==> src/rtl/pipe_arith_pkg.sv <==
// Shared constants and width helpers for the
// three-stage ((A+B)+(C-D))*D stream pipeline.
package pipe_arith_pkg;

  localparam int STAGES = 3;

  // Signed width holding A+B or C-D without wrap.
  function automatic int sum_w(input int n);
    return n + 2;
  endfunction

  // Signed width holding ((A+B)+(C-D))*D without wrap.
  function automatic int prod_w(input int n);
    return 2 * n + 3;
  endfunction

endpackage

==> src/rtl/pipe_arith_stream_if.sv <==
// Valid/ready operand and result stream bundle
// for pipe_arith_stream.
interface pipe_arith_stream_if #(
  parameter int N = 10
);

  logic [N-1:0] A;
  logic [N-1:0] B;
  logic [N-1:0] C;
  logic [N-1:0] D;
  logic         sat_en;
  logic         in_valid;
  logic         in_ready;
  logic [N-1:0] F;
  logic         ovf;
  logic         out_valid;
  logic         out_ready;

  modport master (
    output A, B, C, D, sat_en,
    output in_valid, out_ready,
    input  in_ready, F, ovf, out_valid
  );

  modport slave (
    input  A, B, C, D, sat_en,
    input  in_valid, out_ready,
    output in_ready, F, ovf, out_valid
  );

endinterface

==> src/rtl/pipe_arith_clamp.sv <==
// Result shaping: wrap or saturate a signed product
// into N bits, flagging any out-of-range value.
module pipe_arith_clamp #(
  parameter int N  = 10,
  parameter int PW = 23
) (
  input  logic signed [PW-1:0] p,
  input  logic                 sat_en,
  output logic [N-1:0]         f,
  output logic                 ovf
);

  logic hi;
  logic lo;

  assign lo  = p[PW-1];
  assign hi  = !p[PW-1] && (|p[PW-2:N]);
  assign ovf = hi || lo;

  always_comb begin
    f = p[N-1:0];
    if (sat_en) begin
      unique case (1'b1)
        lo:      f = '0;
        hi:      f = '1;
        default: f = p[N-1:0];
      endcase
    end
  end

endmodule

==> src/rtl/pipe_arith_stream.sv <==
// Three-stage streaming ((A+B)+(C-D))*D with one
// global stall shared by every stage.
module pipe_arith_stream
  import pipe_arith_pkg::*;
#(
  parameter int N = 10
) (
  input logic                clk,
  input logic                rst,
  pipe_arith_stream_if.slave io
);

  localparam int SW = sum_w(N);
  localparam int XW = SW + 1;
  localparam int PW = prod_w(N);

  logic                 adv;
  logic                 v1, v2, v3;
  logic                 s1, s2, s3;
  logic signed [SW-1:0] x1, x2;
  logic signed [XW-1:0] x3;
  logic [N-1:0]         d1, d2;
  logic signed [PW-1:0] p3;

  logic signed [SW-1:0] x1_d, x2_d;
  logic signed [XW-1:0] x3_d;
  logic signed [PW-1:0] p_d;

  assign adv          = !(v3 && !io.out_ready);
  assign io.in_ready  = adv;
  assign io.out_valid = v3;

  assign x1_d = {{(SW-N){1'b0}}, io.A}
              + {{(SW-N){1'b0}}, io.B};
  assign x2_d = {{(SW-N){1'b0}}, io.C}
              - {{(SW-N){1'b0}}, io.D};

  // x1+x2 can reach ~3*2^N, one bit past the sum width.
  assign x3_d = {x1[SW-1], x1} + {x2[SW-1], x2};

  assign p_d = $signed({{(PW-XW){x3[XW-1]}}, x3})
             * $signed({{(PW-N){1'b0}}, d2});

  always_ff @(posedge clk) begin
    if (rst) begin
      v1 <= 1'b0;
      v2 <= 1'b0;
      v3 <= 1'b0;
      s1 <= 1'b0;
      s2 <= 1'b0;
      s3 <= 1'b0;
      x1 <= '0;
      x2 <= '0;
      x3 <= '0;
      d1 <= '0;
      d2 <= '0;
      p3 <= '0;
    end else if (adv) begin
      v1 <= io.in_valid;
      x1 <= x1_d;
      x2 <= x2_d;
      d1 <= io.D;
      s1 <= io.sat_en;
      v2 <= v1;
      x3 <= x3_d;
      d2 <= d1;
      s2 <= s1;
      v3 <= v2;
      // Bubbles leave the last result in place.
      if (v2) begin
        p3 <= p_d;
        s3 <= s2;
      end
    end
  end

  pipe_arith_clamp #(
    .N  (N),
    .PW (PW)
  ) u_clamp (
    .p      (p3),
    .sat_en (s3),
    .f      (io.F),
    .ovf    (io.ovf)
  );

endmodule

==> src/flat_wrapper.sv <==
// flat-port wrapper written by rule: the top's interface ports become plain ports
module pipe_arith_stream_flat import pipe_arith_pkg::*;
#(
  parameter int N = 10
)
  (clk, rst, io_A, io_B, io_C, io_D, io_sat_en, io_in_valid, io_out_ready, io_in_ready, io_F, io_ovf, io_out_valid);
  pipe_arith_stream_if #(.N(N)) io_i ();
  input logic clk;
  input logic rst;
  input wire logic [$bits(io_i.A)-1:0] io_A;
  input wire logic [$bits(io_i.B)-1:0] io_B;
  input wire logic [$bits(io_i.C)-1:0] io_C;
  input wire logic [$bits(io_i.D)-1:0] io_D;
  input wire logic [$bits(io_i.sat_en)-1:0] io_sat_en;
  input wire logic [$bits(io_i.in_valid)-1:0] io_in_valid;
  input wire logic [$bits(io_i.out_ready)-1:0] io_out_ready;
  output wire logic [$bits(io_i.in_ready)-1:0] io_in_ready;
  output wire logic [$bits(io_i.F)-1:0] io_F;
  output wire logic [$bits(io_i.ovf)-1:0] io_ovf;
  output wire logic [$bits(io_i.out_valid)-1:0] io_out_valid;
  assign io_i.A = io_A;
  assign io_i.B = io_B;
  assign io_i.C = io_C;
  assign io_i.D = io_D;
  assign io_i.sat_en = io_sat_en;
  assign io_i.in_valid = io_in_valid;
  assign io_i.out_ready = io_out_ready;
  assign io_in_ready = io_i.in_ready;
  assign io_F = io_i.F;
  assign io_ovf = io_i.ovf;
  assign io_out_valid = io_i.out_valid;
  pipe_arith_stream #(.N(N)) u_core (.clk(clk), .rst(rst), .io(io_i));
endmodule
==> config.mk <==
export PLATFORM = sky130hd
export DESIGN_NAME = pipe_arith_stream_flat
export DESIGN_NICKNAME = d
export VERILOG_FILES = /design/src/rtl/pipe_arith_pkg.sv /design/src/rtl/pipe_arith_stream_if.sv /design/src/rtl/pipe_arith_clamp.sv /design/src/rtl/pipe_arith_stream.sv /design/src/flat_wrapper.sv
export SDC_FILE = /design/constraint.sdc
export NUM_CORES = 1
export LEC_CHECK = 0
export BUFFER_PORTS_ARGS = -buffer_cell sky130_fd_sc_hd__buf_4
export CAP_MARGIN = 20
export CORE_ASPECT_RATIO = 0.6
export CORE_MARGIN = 2
export CORE_UTILIZATION = 42
export CTS_CLUSTER_DIAMETER = 50
export DETAILED_ROUTE_END_ITERATION = 10
export MAX_ROUTING_LAYER = met4
export RECOVER_POWER = 50
export SLEW_MARGIN = 0
export SYNTH_ARGS = -nofsm -noshare
export SYNTH_HDL_FRONTEND = slang
export SYNTH_HIERARCHICAL = 1
export SYNTH_SLANG_ARGS = --single-unit
==> constraint.sdc <==
create_clock -name clk -period 5.35 [get_ports clk]
set_input_delay 1.07 -clock clk [delete_from_list [all_inputs] [get_ports clk]]
set_output_delay 1.07 -clock clk [all_outputs]
set_load 0.05 [all_outputs]
* Word-level counts from Yosys, hierarchy flattened
Cells that the tools add are included.
** Word-level totals
- Input bits :: 45
- Register bits :: 84
- Output and inout port bits :: 13
- Word-level logic and storage cells :: 27
** Cells by class
- Multipliers :: 1
- Bitwise gates (word level) :: 1
- Reductions and logical operators :: 8
- Add/sub/neg operators :: 3
- Multiplexer cells :: 2
** Operator list (number)
- $mul A13 B11 Y23 :: 1
- $pmux W10 S2 :: 1
- $add A12 B11 Y13 :: 1
- $reduce_or A12 Y1 :: 1
- $add A10 B10 Y11 :: 1
- $sub A10 B10 Y11 :: 1
- $mux W10 :: 1
- $logic_not A1 Y1 :: 3
- $logic_and A1 B1 Y1 :: 2
- $reduce_and A2 Y1 :: 1
- $logic_or A1 B1 Y1 :: 1
- $not A1 Y1 :: 1

* Logic depth before layout (Yosys ltp)
Gate-level depths: netlist of the first run.
- Depth in word-level cells :: 4
- Gate-level depth with buffers :: 20
- Depth with buffers taken out :: 19

* Cells and area by module
Netlist of the first run, hierarchy kept.
** Modules (own cells, without submodules)
- pipe_arith_stream :: area an instance 9347.7 um2, cells an instance 1125, times used 1, seq. area each 1681.6 um2
- pipe_arith_clamp :: area an instance 141.4 um2, cells an instance 17, times used 1, seq. area each 0.0 um2

* Worst setup path after synthesis of the first run
Ideal clock, no wire load.
- Path kind :: register -> register
- Start :: register u_core.d2[2]
- End :: register u_core.p3[20]
- Stages on the path, launching flop included :: 18
- Setup time :: 0.132 ns
- Path buffers :: 1
- Data arrival time :: 4.859 ns
- Setup slack :: 0.360 ns
- Data required time :: 5.218 ns
- Clock period less this slack :: 4.990 ns
- Cells stage by stage :: dfxtp_1 > clkbuf_1 > nand2_1 > fa_1 > inv_1 > fa_1 > fa_1 > fa_1 > inv_1 > fa_1 > inv_1 > ha_1 > a21o_1 > a21o_1 > o41ai_2 > nand2_1 > a311oi_1 > o41ai_2
** Between the ends
- Longest elaborated chain between the ends :: 1
** RTL lines
- start: declaration :: line pipe_arith_stream.sv:22 : logic [N-1:0] d1, d2;
- start signal: assignment :: line pipe_arith_stream.sv:56 : d2 <= '0;
- start signal: assignment :: line pipe_arith_stream.sv:66 : d2 <= d1;
- $mul A13 B11 Y23 :: line pipe_arith_stream.sv:42 : * $signed({{(PW-N){1'b0}}, d2});
- end signal: assignment :: line pipe_arith_stream.sv:71 : p3 <= p_d;
- end: declaration :: line pipe_arith_stream.sv:23 : logic signed [PW-1:0] p3;
Every way passes these cells.
A chain may end at the register's enable or synchronous reset.

* Final worst setup path of the first run
- Start :: register u_core.d2[6]
- End :: register u_core.p3[21]
The elaborated chain is that of the path after synthesis.

==> impl_metrics.yaml, run 1 <==
routing:
  wl_per_cell_um: 15.9
  routed_wl_mm: 23.8
  drt-initial-drc-count: 534
  route.detailed.drc: 0
  routed_via_density: 5.12
  first_pass_iters: 5
  postRouteAntennaNets: 0
  dr_total_vias: 7666
critical_path:
  crit_type: "register to register"
  cp_top_family: "adder cells"
  cp_max_fo: 14
  worstSetupEndpointType: "register"
  crit_path_max_incr_delay_ns: 0.56
  path_cells: "nand2_1 -> fa_1 -> inv_1 -> fa_1 -> fa_1 -> fa_1 -> inv_1 -> fa_1 -> inv_1 -> ha_2 -> nand4_1 -> o21bai_2 -> a211oi_4 -> nor4_2 -> a211o_1 -> a311oi_2"
  crit_slowest_cell: "fa_1"
  cp_common_cell: "fa_1"
  required_ns: 5.60
  worst-path-buf-inv: 3
  critPathLaunchType: "register"
  cp.arrival_ns: 5.38
place:
  dpl.hpwl_mm: 19.2
  placedCellCount: 1481
  routabilityCongestion: 0.852
  placedInstanceArea_mm2: 0.0103
  io_buffers: 57
logic_synthesis:
  synth_cell_types: 63
  synth_flop_cell: "dfxtp_1"
  yosys-top-cells-area: "fa_1 26%, dfxtp_1 18%, ha_1 11%"
  syn_nets: 1392
  yosys_warnings: 6
  synth.top_cell.area_share: 0.255
  async_reset_ff_frac: 0
  ys_ff_latch: 84
  synthCells: 1142
  syn_avg_cell_area_um2: 8.31
  synth_edf_count: 0
  synth.largest_area_cell: "fa_1"
  synth.cell_area_mm2: 0.00949
  yosysSeqAreaShare: 0.177
clock_network:
  path_clk_slew_ns: 0.07
  cts_made_buffers: 9
  root_buffer: "clkbuf_16"
  clock_path_buffers: 2
  clock-sinks: 84
  cts-htree-levels: 3
  clock_latency_ns: 0.35
  cts_tree: "built"
global_routing:
  grt_pass1_vias: 7580
  overflow: 0
  grt_max_degree: 77
  antenna_found_initial: 0
  grt_usage: 0.225
  grt_pass1_wl_mm: 40.4
sta:
  slew_headroom: -1.09
  setup_viol: 0
  final-hold-violation-count: 0
  finalCritPeriodShare: 0.958
  fin_crit_ns: 5.12
  slew_viol_final: 131
  fmax_mhz: 195
  fin_skew_ns: 0.00833
  tightest_slew_ns: 3.14
  fin_setup_tns_ns: 0
finish:
  drive_gt1_frac: 0.108
  final_cells: 1498
  antenna_cells: 0
  postLayoutCellArea_mm2: 0.0107
  final_nets: 1435
  postLayoutCoreUtil: 0.483
  fillers: 2148
  syn2layout_area_growth_pct: 12.7
run_status:
  outcome: "finished with violations"
  violations: "capacitance limit, slew limit"
floorplan:
  die_h_um: 120
  start_util: 0.429
  rows: 42
  ios: 58
  core_mm2: 0.0221
  fp.dieArea_mm2: 0.0239
  fp.dieW_um: 198
power_and_ir_drop:
  switchingPower_mw: 0.828
  p_seq_frac: 0.336
  p_leak_nw: 5.16
  p_per_area_mw_per_mm2: 214
  pwr-share-comb: 0.353
  switching_share: 0.362
  peakVddDrop_uv: 159
  intPower_mw: 1.46
  p_clk_frac: 0.311
  p_total_mw: 2.29
worst_hold_path:
  hold_class: "register to register"
job:
  drv_cap: 2
==> synth_stat cells, types with 15 or more instances <==
cell type	n
xnor2_1	19
and2_1	66
ha_1	84
dfxtp_1	84
o21a_1	21
clkbuf_1	45
nor3_1	15
fa_1	121
nand2_1	179
nand3_1	17
nor2_1	39
inv_1	195
a21oi_1	82
==> sequential cells by signal (all words and copies together) (netlist names) <==
register and cells:
u_core/s2 1, u_core/p3 23, u_core/v1 1, u_core/d1 10, u_core/s1 1, u_core/x1 11, u_core/v2 1, u_core/x2 11
u_core/s3 1, u_core/d2 10, u_core/io.out_valid 1, u_core/x3 13
==> layout make-up <==
class	instances	area [um2]	area share
multi-input combinational	809	6910	0.646
sequential	84	1700	0.159
clock buffer	11	253	0.0236
inverter	197	739	0.0692
tap	308	385	0.0360
clock inverter	5	82.6	0.00772
timing repair buffer	84	623	0.0583
==> cells in the final DEF, fill, tap and decap left out, types with 13 or more instances in the layout <==
master / count
nor3_1: 15
nand3_1: 17
xnor2_1: 19
fa_1: 121
and2_1: 66
ha_1: 82
buf_4: 77
a211oi_1: 13
o21ai_0: 13
a21oi_1: 82
nor2_1: 39
nand2_1: 178
o21a_1: 21
inv_1: 195
dfxtp_1: 72
==> final timing paths <==
| kind | cells past startpoint | from | to | slack, ns |
|---|---|---|---|---|
| worst max-delay path | 16 | u_core/d2[6]$_SDFFE_PP0N_ | u_core/p3[21]$_SDFFE_PP0P_ | 0.23 |
| worst min-delay path | 2 | u_core/d1[7]$_SDFFE_PP0N_ | u_core/d2[7]$_SDFFE_PP0N_ | 0.45 |
| worst max register to register | 16 | u_core/d2[6]$_SDFFE_PP0N_ | u_core/p3[21]$_SDFFE_PP0P_ | 0.23 |
| worst min register to register | 2 | u_core/d1[7]$_SDFFE_PP0N_ | u_core/d2[7]$_SDFFE_PP0N_ | 0.45 |
==> power groups by stage <==
stage | clock (mW) | combinational [mW] | sequential [mW]
final | 0.711 | 0.808 | 0.768
after global routing | 0.754 | 0.919 | 0.775
after CTS | 0.726 | 0.798 | 0.762
after detailed placement | 0 | 0.791 | 0.775
after global placement | 0 | 0.786 | 0.775
after floorplan | 0 | 0.592 | 0.719
==> stage by stage <==
stage	hold slack [ns]	setup slack, ns
final	0.450	0.225
after global routing	0.471	-0.0169
after CTS	0.454	0.0396
after detailed placement	0.444	-0.00219
after global placement	0.441	0.142
after floorplan	0.432	0.360
==> per-layer routing <==
metal  global-route usage  routed length (um)  up-vias
li1                     -                   -     3750
met1                0.362               13300     3755
met2                0.289                8700      151
met3               0.0471                1670       10
met4               0.0230                  98        0
met5                    -                   0        -
==> repair_timing <==
action	4_1_cts	5_1_grt
pin swaps	0	1
endpoints found under the setup margin	1	7
buffers inserted	0	1
resized for setup	2	23
endpoints found under the hold margin	0	0
hold buffers	0	0
==> cell families after synthesis <==
logic type,share of synthesized area
DFF,0.177
and+or+nand+nor,0.193
adders and majority gates,0.366
buffers and inverters,0.101
muxes,0.00316
AOI/OAI and AO/OA,0.138
xor gates and xnor gates,0.0212
==> worst reg2reg max path, cell delays in order (launching register included) <==
cell	delay (ns)
dfxtp_2	0.51
nand2_1	0.12
fa_1	0.52
inv_1	0.05
fa_1	0.56
fa_1	0.43
fa_1	0.50
inv_1	0.05
fa_1	0.47
inv_1	0.04
ha_2	0.39
nand4_1	0.14
o21bai_2	0.25
a211oi_4	0.33
nor4_2	0.09
a211o_1	0.31
a311oi_2	0.28
(Power assumes the default switching activity.)
==> inputs of run 2 (changes only) <==
--- a/config.mk
+++ b/config.mk
@@ -5,13 +5,14 @@
 export SDC_FILE = /design/constraint.sdc
 export NUM_CORES = 1
 export LEC_CHECK = 0
-export BUFFER_PORTS_ARGS = -buffer_cell sky130_fd_sc_hd__buf_4
+export ABC_AREA = 1
 export CAP_MARGIN = 20
 export CORE_ASPECT_RATIO = 0.6
 export CORE_MARGIN = 2
 export CORE_UTILIZATION = 42
 export CTS_CLUSTER_DIAMETER = 50
 export DETAILED_ROUTE_END_ITERATION = 10
+export DONT_BUFFER_PORTS = 1
 export MAX_ROUTING_LAYER = met4
 export RECOVER_POWER = 50
 export SLEW_MARGIN = 0
==> run 2 against run 1 <==
  * The flow still finishes with violations (capacitance limit, slew limit)
  * Cell area grew 2.3%
  * Area after synthesis grew 7.9%
  * Clock skew is essentially flat
  * Count of clock-buffer cells in the layout shrank 2
  * Worst hold slack gained 0.028 ns
  * Synthesized cell count grew 28%
  * Register-to-register slack gained 0.07 ns
  * Critical path depth grew 3
  * Via count grew 12%
  * Non-clock buffer count shrank 60
  * Routed wire length grew 9.7%
  * Highest routed layer unchanged
==> impl_metrics.yaml, run 2 <==
clock_network:
  cts_hold_buffers: 0
  clock_latency_ns: 0.36
  path_clk_slew_ns: 0.07
  cts_resized: 0
  root_buffer: "clkbuf_16"
  clock_path_buffers: 2
  cts_setup_buffers: 0
  cts_made_buffers: 9
  cts-htree-levels: 3
  cts_tree: "built"
  clock-sinks: 84
worst_hold_path:
  hold_class: "register to register"
floorplan:
  fp.dieArea_mm2: 0.0257
  start_util: 0.425
  fp.dieW_um: 206
  ios: 58
  core_mm2: 0.0241
  die_h_um: 125
  rows: 44
power_and_ir_drop:
  intPower_mw: 1.39
  p_seq_frac: 0.330
  peakVddDrop_uv: 146
  p_clk_frac: 0.278
  switching_share: 0.422
  pwr-share-comb: 0.392
  p_total_mw: 2.40
  switchingPower_mw: 1.01
  p_leak_nw: 6.45
  p_per_area_mw_per_mm2: 220
logic_synthesis:
  synth_cell_types: 38
  synth.top_cell.area_share: 0.237
  synth_flop_cell: "dfxtp_1"
  yosysSeqAreaShare: 0.164
  yosysMostFrequentCell: "inv_1"
  ys_ff_latch: 84
  synthCells: 1465
  yosys_warnings: 6
  synth_edf_count: 0
  async_reset_ff_frac: 0
  syn_nets: 1715
  ys_top_cells_by_count: "389 x inv_1, 314 x nand2_1, 121 x fa_1, 105 x nor2_1"
  syn_avg_cell_area_um2: 6.99
  synth.largest_area_cell: "fa_1"
  yosys-top-cells-area: "fa_1 24%, dfxtp_1 16%, inv_1 14%"
  synth.cell_area_mm2: 0.0102
sta:
  fmax_mhz: 198
  fin_skew_ns: 0.00819
  final-hold-violation-count: 0
  tightest_slew_ns: 1.67
  setup_ws_ns: 0.300
  slew_headroom: -0.115
  rsz0062_at_grt: "false"
  fin_crit_ns: 5.05
  fin_setup_tns_ns: 0
  slew_viol_final: 43
  finalCritPeriodShare: 0.944
  setup_viol: 0
routing:
  drt-initial-drc-count: 612
  first_pass_iters: 5
  postRouteAntennaNets: 0
  routed_wl_mm: 26.1
  route.detailed.drc: 0
  wl_per_cell_um: 14.7
  routed_via_density: 4.83
  dr_total_vias: 8596
critical_path:
  crit_slowest_cell: "fa_1"
  worst-path-buf-inv: 5
  critPathLaunchType: "register"
  cp_max_fo: 14
  cp_top_family: "adder cells"
  required_ns: 5.62
  crit_path_max_incr_delay_ns: 0.61
  crit_type: "register to register"
  worstSetupEndpointType: "register"
  cp.arrival_ns: 5.32
  path_cells: "nand2_1 -> fa_1 -> fa_1 -> inv_1 -> fa_1 -> fa_1 -> inv_1 -> fa_1 -> inv_1 -> ha_1 -> nand2_2 -> nor2_2 -> inv_1 -> nor2_2 -> nand4_1 -> nand4_1 -> nand3_1 -> nand2_1 -> inv_1"
place:
  routabilityCongestion: 0.938
  dpl.hpwl_mm: 21.8
  io_buffers: 0
  post-place-ws_ns: 0.130
  placedInstanceArea_mm2: 0.0106
finish:
  fillers: 2475
  largest_reg_flops: 23
  largest_registers: "u_core/p3 (23), u_core/x3 (13)"
  regMostFlops: "u_core/p3"
  syn2layout_area_growth_pct: 6.82
  postLayoutCellArea_mm2: 0.0109
  drive_gt1_frac: 0.0453
  layout_common_cells: "390 x inv_1, 314 x nand2_1, 121 x fa_1"
  ff_latch_area_mm2: 0.00169
  multi_input_area_mm2: 0.00688
  final_common_cell: "inv_1"
  postLayoutCoreUtil: 0.454
  final_nets: 1702
  antenna_cells: 0
global_routing:
  antenna_found_initial: 0
  grt_max_degree: 44
  overflow: 0
  grt_pass1_wl_mm: 44.3
  grt_pass1_vias: 8578
  grt_usage: 0.227
run_status:
  violations: "capacitance limit, slew limit"
  outcome: "finished with violations"
job:
  drv_cap: 1
[run 2: layout make-up]
type | instances | share of cell area
multi-input cells | 942 | 0.629
clock inverters | 7 | 0.00755
clock buffers | 9 | 0.0206
flip-flops and latches | 84 | 0.155
repair buffers | 24 | 0.0169
well taps | 322 | 0.0368
inverters | 391 | 0.134
[run 2: through the flow]
step,instances,hold WS (ns)
2_1_floorplan,1465,0.445
3_3_place_gp,1762,0.458
3_5_place_dp,1762,0.461
4_1_cts,1778,0.473
5_1_grt,1779,0.493
6_report,1779,0.478
[run 2: path summary, 6_finish.rpt]
path | to | depth (start not counted) | slack, ns | start
worst min-delay path | u_core/p3[0]$_SDFFE_PP0P_ | 2 | 0.48 | u_core/p3[0]$_SDFFE_PP0P_
worst max register to register | u_core/p3[20]$_SDFFE_PP0P_ | 19 | 0.30 | u_core/d2[7]$_SDFFE_PP0N_
worst max-delay path | u_core/p3[20]$_SDFFE_PP0P_ | 19 | 0.30 | u_core/d2[7]$_SDFFE_PP0N_
worst min register to register | u_core/p3[0]$_SDFFE_PP0P_ | 2 | 0.48 | u_core/p3[0]$_SDFFE_PP0P_
[run 2: logic make-up after synthesis]
group | Yosys count | share of synthesized area
AOI/OAI and AO/OA | 189 | 0.103
xor gates and xnor gates | 18 | 0.0154
adders and majority gates | 205 | 0.339
buffers and inverters | 439 | 0.164
DFF | 84 | 0.164
and+or+nand+nor | 530 | 0.214
[run 2: power by group through the flow]
stage | clock [mW] | sequential [mW] | combinational [mW]
detailed placement | 0 | 0.802 | 0.926
CTS | 0.692 | 0.788 | 0.939
global route | 0.707 | 0.800 | 1.09
floorplan | 0 | 0.730 | 0.730
finish | 0.669 | 0.793 | 0.942
global placement | 0 | 0.802 | 0.924
[run 2: routing by layer]
metal / GRT usage / vias up / routed length, um
met2: 0.290 / 225 / 9550
met3: 0.0586 / 11 / 2310
met4: 0.0275 / 0 / 134
li1: - / 4338 / -
met5: - / - / 0
met1: 0.359 / 4022 / 14100
[run 2: tightest hold or removal path: cells and delay by family (launching register included)]
family           cells  cell delay [ns]
AO/OA/AOI/OAI        1             0.06
AND/OR/NAND/NOR      1             0.06
flip-flops           1             0.31
==> inputs of run 3 (changes only) <==
--- a/config.mk
+++ b/config.mk
@@ -9,7 +9,7 @@
 export CAP_MARGIN = 20
 export CORE_ASPECT_RATIO = 0.6
 export CORE_MARGIN = 2
-export CORE_UTILIZATION = 42
+export CORE_UTILIZATION = 25
 export CTS_CLUSTER_DIAMETER = 50
 export DETAILED_ROUTE_END_ITERATION = 10
 export DONT_BUFFER_PORTS = 1
==> run 3 against run 2 <==
  * The run still ends with capacitance limit, slew limit left
  * First-iteration DRC count rose by 22%
  * Routed wire length rose by 3.3%
  * Flip-flop and latch count did not move
  * Worst hold slack got worse by 0.012 ns
  * Count of clock-buffer cells in the layout rose by 3
  * Die area rose by 66%
  * Sequential power fell by 1%
  * Clock skew rose by 0.0019 ns
  * Global-route usage fell by 8.6 points
  * Largest power group unchanged
==> impl_metrics.yaml, run 3 (synthesis gave the netlist of run 2 again) <==
run_status:
  outcome: "finished with violations"
  violations: "capacitance limit, slew limit"
clock_network:
  cts_setup_buffers: 0
  clock-sinks: 84
  clock_latency_ns: 0.37
  cts_made_buffers: 9
  cts-htree-levels: 3
  cts_hold_buffers: 0
  cts_tree: "built"
  clock_path_buffers: 2
  path_clk_slew_ns: 0.07
  root_buffer: "clkbuf_16"
routing:
  wl_per_cell_um: 13.6
  postRouteAntennaNets: 0
  route.detailed.drc: 0
  drt-initial-drc-count: 749
  dr_total_vias: 8782
  routed_wl_mm: 27.0
  first_pass_iters: 5
  routed_via_density: 4.42
sta:
  final-hold-violation-count: 0
  setup_viol: 0
  fin_setup_tns_ns: 0
  rsz0062_at_grt: "false"
  slew_headroom: -0.450
  hold_ws_ns: 0.466
  slew_viol_final: 91
  fmax_mhz: 197
  fin_crit_ns: 5.06
  finalCritPeriodShare: 0.946
  fin_skew_ns: 0.0101
  tightest_slew_ns: 2.17
finish:
  largest_registers: "u_core/p3 (23), u_core/x3 (13)"
  final_common_cell: "inv_1"
  fillers: 4406
  largest_reg_flops: 23
  antenna_cells: 0
  drive_gt1_frac: 0.0460
  regMostFlops: "u_core/p3"
  syn2layout_area_growth_pct: 9.38
  layout_common_cells: "389 x inv_1, 314 x nand2_1, 118 x fa_1"
  final_nets: 1701
critical_path:
  critPathLaunchType: "register"
  cp_common_cell: "inv_1"
  path_cells: "buf_4 -> nand2_1 -> fa_2 -> inv_1 -> fa_1 -> fa_1 -> fa_1 -> inv_1 -> fa_1 -> inv_1 -> ha_1 -> nand2_2 -> nor2_2 -> inv_1 -> nor2_2 -> nand4_1 -> nand4_1 -> nand3_1 -> nand2_1 -> inv_1"
  crit_type: "register to register"
  crit_path_max_incr_delay_ns: 0.62
  crit_slowest_cell: "fa_2"
  cp_max_fo: 14
  worstSetupEndpointType: "register"
  cp.arrival_ns: 5.33
  required_ns: 5.62
global_routing:
  grt_max_degree: 82
  grt_usage: 0.140
  grt_pass1_vias: 8811
  overflow: 0
  grt_pass1_wl_mm: 45.9
  antenna_found_initial: 0
power_and_ir_drop:
  peakVddDrop_uv: 160
  p_leak_nw: 6.45
  p_per_area_mw_per_mm2: 215
place:
  io_buffers: 0
  dpl.hpwl_mm: 22.7
  routabilityCongestion: 0.980
worst_hold_path:
  hold_class: "register to register"
floorplan:
  start_util: 0.253
  ios: 58
  rows: 57
  fp.dieArea_mm2: 0.0426
  core_mm2: 0.0404
  fp.dieW_um: 265
  die_h_um: 161
job:
  drv_cap: 2
run 3: layout make-up:
type / count / area, um2 / area share
well taps: 531 / 664 / 0.0593
clock inverters: 4 / 55.1 / 0.00492
inverters: 391 / 1470 / 0.131
repair buffers: 23 / 163 / 0.0145
clock buffers: 12 / 267 / 0.0238
flip-flops and latches: 84 / 1690 / 0.151
multi-input cells: 942 / 6890 / 0.616
run 3: stage by stage:
| stage | power [mW] | setup WS [ns] | util | instance area [um2] | instances |
|---|---|---|---|---|---|
| global placement | 1.73 | 0.132 | 0.269 | 10900 | 1971 |
| detailed placement | 1.73 | 0.110 | 0.269 | 10900 | 1971 |
| floorplan | 1.46 | 0.472 | - | 10200 | 1465 |
| global route | 2.61 | 0.000512 | 0.277 | 11200 | 1987 |
| CTS | 2.42 | 0.0912 | 0.277 | 11200 | 1987 |
| finish | 2.41 | 0.286 | 0.277 | 11200 | 1987 |
run 3: routing by layer:
layer | GRT usage | vias up | wire [um]
met4 | 0.0262 | 0 | 245
met1 | 0.215 | 4145 | 14900
met2 | 0.172 | 267 | 9310
li1 | - | 4353 | -
met3 | 0.0475 | 17 | 2540
met5 | - | - | 0
run 3: path summary, 6_finish.rpt:
check	slack (ns)	endpoint	cells past startpoint	start
worst max-delay path	0.29	u_core/p3[20]$_SDFFE_PP0P_	20	u_core/d2[3]$_SDFFE_PP0N_
worst min-delay path	0.47	u_core/p3[0]$_SDFFE_PP0P_	2	u_core/p3[0]$_SDFFE_PP0P_
worst max register to register	0.29	u_core/p3[20]$_SDFFE_PP0P_	20	u_core/d2[3]$_SDFFE_PP0N_
worst min register to register	0.47	u_core/p3[0]$_SDFFE_PP0P_	2	u_core/p3[0]$_SDFFE_PP0P_
run 3: timing repair:
| action | in CTS | in global routing |
|---|---|---|
| endpoints found under the hold margin | 0 | 0 |
| setup endpoints to repair | 0 | 6 |
| gates resized for setup | 0 | 7 |
run 3: critical path, delay by kind of cell (launching register included):
family                     cells  cell delay (ns)
DFF                            1             0.31
and+or+nand+nor                8             1.03
adders and majority gates      6             3.07
buffers and inverters          6             0.55
run 3: report_power, final:
group,leakage [nW],switching [mW],internal (mW)
clock,0.155,0.272,0.402
sequential,0.695,0.0926,0.690
combinational,5.60,0.630,0.325
total,6.45,0.995,1.42
